--- config.mk ---
export PLATFORM = sky130hd
export DESIGN_NAME = xadc_drp_arbiter
export DESIGN_NICKNAME = d
export VERILOG_FILES = /design/src/rtl/xadc_pkg.sv /design/src/rtl/rr_arbiter2.sv /design/src/rtl/xadc_drp_arbiter.sv
export SDC_FILE = /design/constraint.sdc
export NUM_CORES = 1
export LEC_CHECK = 0
export ABC_AREA = 0
export CORE_MARGIN = 1
export CORE_UTILIZATION = 45
export CTS_BUF_LIST = sky130_fd_sc_hd__clkbuf_8 sky130_fd_sc_hd__clkbuf_16
export CTS_CLUSTER_SIZE = 25
export DETAILED_ROUTE_END_ITERATION = 8
export GPL_ROUTABILITY_DRIVEN = 1
export PLACE_DENSITY = 0.86
export SYNTH_ARGS = -nofsm -noshare
export SYNTH_HDL_FRONTEND = slang
export SYNTH_SLANG_ARGS = --single-unit
export TNS_END_PERCENT = 20
--- constraint.sdc ---
create_clock -name clk -period 3.7 [get_ports clk]
set_clock_uncertainty 0.2 [all_clocks]
set_input_delay 0.74 -clock clk [delete_from_list [all_inputs] [get_ports clk]]
set_output_delay 0.74 -clock clk [all_outputs]
set_load 0.1 [all_outputs]
--- src/rtl/xadc_pkg.sv ---
// xadc_pkg: shared FSM type, DRP register addresses and default timeout for the XADC DRP arbiter
package xadc_pkg;
  typedef enum logic {IDLE = 1'b0, WAIT = 1'b1} state_t;
  localparam logic [6:0] ADDR_AUX0 = 7'h10;
  localparam logic [6:0] ADDR_AUX1 = 7'h11;
  localparam logic [6:0] ADDR_AUX2 = 7'h12;
  localparam logic [6:0] ADDR_AUX3 = 7'h13;
  localparam logic [6:0] ADDR_CFG0 = 7'h40;
  localparam logic [6:0] ADDR_CFG1 = 7'h41;
  localparam logic [6:0] ADDR_CFG2 = 7'h42;
  localparam logic [6:0] ADDR_SEQ0 = 7'h48;
  localparam logic [6:0] ADDR_SEQ1 = 7'h49;
  localparam int unsigned DEFAULT_TIMEOUT = 255;
endpackage

--- src/rtl/rr_arbiter2.sv ---
// rr_arbiter2: two-way round-robin one-hot grant favouring the port not granted last
module rr_arbiter2 (
  input  logic [1:0] eligible,
  input  logic       last_grant,
  input  logic       enable,
  output logic [1:0] grant
);
  always_comb grant = !enable ? 2'b00 : (&eligible) ? (last_grant ? 2'b01 : 2'b10) : eligible;
endmodule

--- src/rtl/xadc_drp_arbiter.sv ---
// xadc_drp_arbiter: round-robin sharing of the XADC DRP between two requesters with DRDY timeout
module xadc_drp_arbiter
  import xadc_pkg::*;
#(
  parameter int unsigned TIMEOUT_CYCLES = DEFAULT_TIMEOUT
) (
  input  logic        clk,
  input  logic        rst,
  input  logic        req0_valid,
  input  logic [6:0]  req0_addr,
  input  logic        req0_we,
  input  logic [15:0] req0_wdata,
  output logic        req0_ready,
  output logic        req0_done,
  output logic        req0_err,
  input  logic        req1_valid,
  input  logic [6:0]  req1_addr,
  input  logic        req1_we,
  input  logic [15:0] req1_wdata,
  output logic        req1_ready,
  output logic        req1_done,
  output logic        req1_err,
  output logic [15:0] rdata,
  output logic [6:0]  DADDR,
  output logic        DEN,
  output logic [15:0] DI,
  output logic        DWE,
  input  logic [15:0] DO,
  input  logic        DRDY,
  input  logic        BUSY
);
  localparam logic [15:0] tmo = 16'(TIMEOUT_CYCLES);
  state_t      state, state_n;
  logic        last_grant, owner, accept, win, hit, expire;
  logic [1:0]  elig, grant;
  logic [15:0] cnt;
  assign elig = {req1_valid && (!req1_we || !BUSY), req0_valid && (!req0_we || !BUSY)};
  rr_arbiter2 u_arb (
    .eligible   (elig),
    .last_grant (last_grant),
    .enable     (state == IDLE),
    .grant      (grant)
  );
  assign req0_ready = grant[0];
  assign req1_ready = grant[1];
  always_comb begin
    accept  = |grant;
    win     = grant[1];
    hit     = state == WAIT && DRDY;
    expire  = state == WAIT && !DRDY && cnt == tmo;
    state_n = accept ? WAIT : (hit || expire) ? IDLE : state;
  end
  always_ff @(posedge clk or posedge rst)
    if (rst) state <= IDLE;
    else state <= state_n;
  always_ff @(posedge clk or posedge rst)
    if (rst) begin
      last_grant <= 1'b1;
      owner      <= 1'b0;
      cnt        <= '0;
      DEN        <= 1'b0;
      DWE        <= 1'b0;
      DADDR      <= '0;
      DI         <= '0;
      rdata      <= '0;
      req0_done  <= 1'b0;
      req1_done  <= 1'b0;
      req0_err   <= 1'b0;
      req1_err   <= 1'b0;
    end else begin
      DEN       <= accept;
      DADDR     <= accept ? (win ? req1_addr : req0_addr) : '0;
      DI        <= accept ? (win ? req1_wdata : req0_wdata) : '0;
      DWE       <= accept && (win ? req1_we : req0_we);
      cnt       <= accept ? '0 : state == WAIT ? cnt + 16'd1 : cnt;
      owner     <= accept ? win : owner;
      last_grant <= accept ? win : last_grant;
      rdata     <= hit ? DO : expire ? '0 : rdata;
      req0_done <= (hit || expire) && !owner;
      req1_done <= (hit || expire) && owner;
      req0_err  <= expire && !owner;
      req1_err  <= expire && owner;
    end
endmodule

==> metrics.md <==
| Metric | Value |
|---|---|
| Synth top area share | 59.5% |
| CP Capture Type | output port |
| Worst slew margin | 32.2% |
| Leakage | 1.77 nW |
| Total CTS buffers | 9 |
| Final worst setup slack | 0.240 ns |
| H-tree depth | 3 |
| CP max FO | 16 |
| Detail Placement HPWL | 4590 µm |
| Worst-Skew Late Latency | 0.34 ns |
| FFs w/ async S/R, synth | 100% |
| CTS tree | yes |
| Chip height | 78.7 µm |
| Cell variety after synth | 38 |
| Die Wd | 78.7 µm |
| Clk slew on worst S/H paths | 0.07 ns |
| Layout cells sized above 1 | 9.97% |
| Power per cell area | 891 mW/mm² |
| Ports | 117 |
| Root Buffer | clkbuf_8 |
| Final Hold Fails | 0 |
| Area delta synth->final | 53.4% |
| Final setup fails | 0 |
| HP Class | flop to flop |
| # nets final | 427 |
| Maximum clock rate | 289 MHz |
| Drt wl/cell | 15.1 µm |
| VDD IR-drop max | 0.543 mV |
| Routed vias | 2264 |
| Final wirelength | 6520 µm |
| Slew Limit Fails | 0 |
| Crit path DAT | 2.52 ns |
| GPL Wtd Cong | 0.778 |
| Crit Path Class | primary input to output port |
| Post-Synthesis Cells | 238 |
| Antenna-violating nets left | 0 |
| Initial antenna violation count | 0 |
| Total power | 0.00362 W |
| Drt pass-1 iters | 4 |
| Number of synthesized flops with an enable pin | 0 |
| CTS Hold Bufs | 0 |
| Register area share after synthesis | 60.5% |
| DIE AREA | 0.00619 mm² |
| Pre-CTS setup slack | 0.246 ns |
| Vias in the first global route | 2353 |
| First-pass GRT wire length | 10700 µm |
| CTS max path bufs | 2 |
| Placed insts | 417 |
| Core area | 0.00557 mm² |
| PortBufs | 116 |
| Cell area after synthesis | 0.00265 mm² |
| Commonest non-fill, non-tap cell in the layout | clkdlybuf4s50_1 |
| # DRC | 0 |
| Cts repair resizes | 0 |
| Core Util, Final | 72.8% |
| Initial DRC Count | 137 |
| Antenna cells | 0 |
| Main synth FF type | dfrtp_1 |
| Total gr overflow | 0 |
| Mean post-synth cell area | 11.1 µm² |
| GRT Overall Usage | 22.9% |
| DR vias/cell | 5.23 |
| Largest net degree at the start of global routing | 65 |
| CP required | 2.76 ns |
| MaxCap Viol Count | 0 |
| Seq cells post-synth | 64 |
| Final Cycle Share | 93.5% |
| Yosys warnings | 0 |
| Clock sink total | 64 |
| Synth top area cells | dfrtp_1 60%, nand2_1 6.0%, a22o_1 5.0% |
| Final std cells w/o fill | 433 |
| Startpoint Class | primary input |
| Starting Density | 47.5% |
| RSZ-0062 raised after global routing | false |
| # rows | 27 |
| Outcome | finished clean |
| Synth Net Count | 309 |
| Post-CTS Setup Inserts | 0 |
| Fin Setup TNS | 0 ns |
| Actual slew at the worst max-slew pin | 1.01 ns |
| Most frequent cells in the layout | 113 x clkdlybuf4s50_1, 63 x dfrtp_1, 42 x nand2_1 |
| Minimum clock period | 3.46 ns |
| Cell taking the most area after synthesis | dfrtp_1 |
[area by class of cell]
| cell class | instances | area (µm²) |
|---|---|---|
| sequential | 64 | 1600 |
| fill | 379 | 1510 |
| timing repair buffer | 119 | 1200 |
| multi-input combinational | 159 | 982 |
| clock buffer | 10 | 138 |
| tap | 72 | 90.1 |
| clock inverter | 6 | 35.0 |
| inverter | 3 | 11.3 |
[cells by family (layout without fill, tap and decap cells)]
logic type / Yosys count / count (layout) / share of synthesized area, %
adder cells (fa/ha/maj): 1 / 1 / 0.473
XOR/XNOR: 10 / 10 / 3.31
multiplexers: 10 / 10 / 3.83
flip-flops: 64 / 64 / 60.5
AO/OA/AOI/OAI: 48 / 48 / 12.7
buffers and inverters: 15 / 138 / 3.02
AND/OR/NAND/NOR: 90 / 90 / 16.2
[synthesized netlist by cell type (3+ instances only)]
master	number
dfrtp_1	63
nand2_1	42
nor2_1	23
o21ai_0	19
a22o_1	15
mux2i_1	9
xor2_1	8
nand4_1	6
buf_2	4
clkbuf_1	4
nand3_1	4
a21o_1	3
buf_4	3
inv_1	3
[power breakdown]
part / leakage (nW) / switching [W] / internal [W]
clock network: 0.0936 / 0.000262 / 0.000257
registers: 0.836 / 0.000112 / 0.000899
logic: 0.842 / 0.00159 / 0.000498
[state kept, by name (all words and copies together), names as in the netlist, 7 cells and up]
name and flops:
DADDR 7, DI 16, cnt 16, rdata 16
[worst max-delay path: stages]
cell and delay [ns]:
clkdlybuf4s50_1 0.53, a21bo_2 0.24, a21o_1 0.19, nor2_2 0.55, buf_12 0.26
[metal layers]
| metal | vias to the layer above | global-route usage (%) | share of wire (%) |
|---|---|---|---|
| li1 | 1059 | - | - |
| met1 | 1081 | 25.8 | 38 |
| met2 | 109 | 36.5 | 48 |
| met3 | 15 | 11.1 | 11 |
| met4 | 0 | 10.6 | 2.2 |
| met5 | - | 0 | 0 |
[metrics by stage]
stage	instance area [µm²]	hold slack, ns
3_5_place_dp	3890	0.274
4_1_cts	4060	0.286
6_report	4060	0.281
3_3_place_gp	3890	0.266
2_1_floorplan	2650	0.245
5_1_grt	4060	0.310
[worst paths after layout]
path	from	end	slack [ns]	cells past startpoint
min in group asynchronous	rst	DADDR[3]$_DFF_PP0_	0.76	3
worst max-delay path	req0_valid	req0_ready	0.24	5
max in group asynchronous	rst	cnt[4]$_DFFE_PP0P_	2.00	3
worst max register to register	state$_DFFE_PP0P_	rdata[11]$_DFFE_PP0P_	1.54	4
worst min-delay path	owner$_DFFE_PP0P_	req0_done$_DFF_PP0_	0.28	1
worst min register to register	owner$_DFFE_PP0P_	req0_done$_DFF_PP0_	0.28	1
Note: power is estimated with default switching activity, not from simulation.
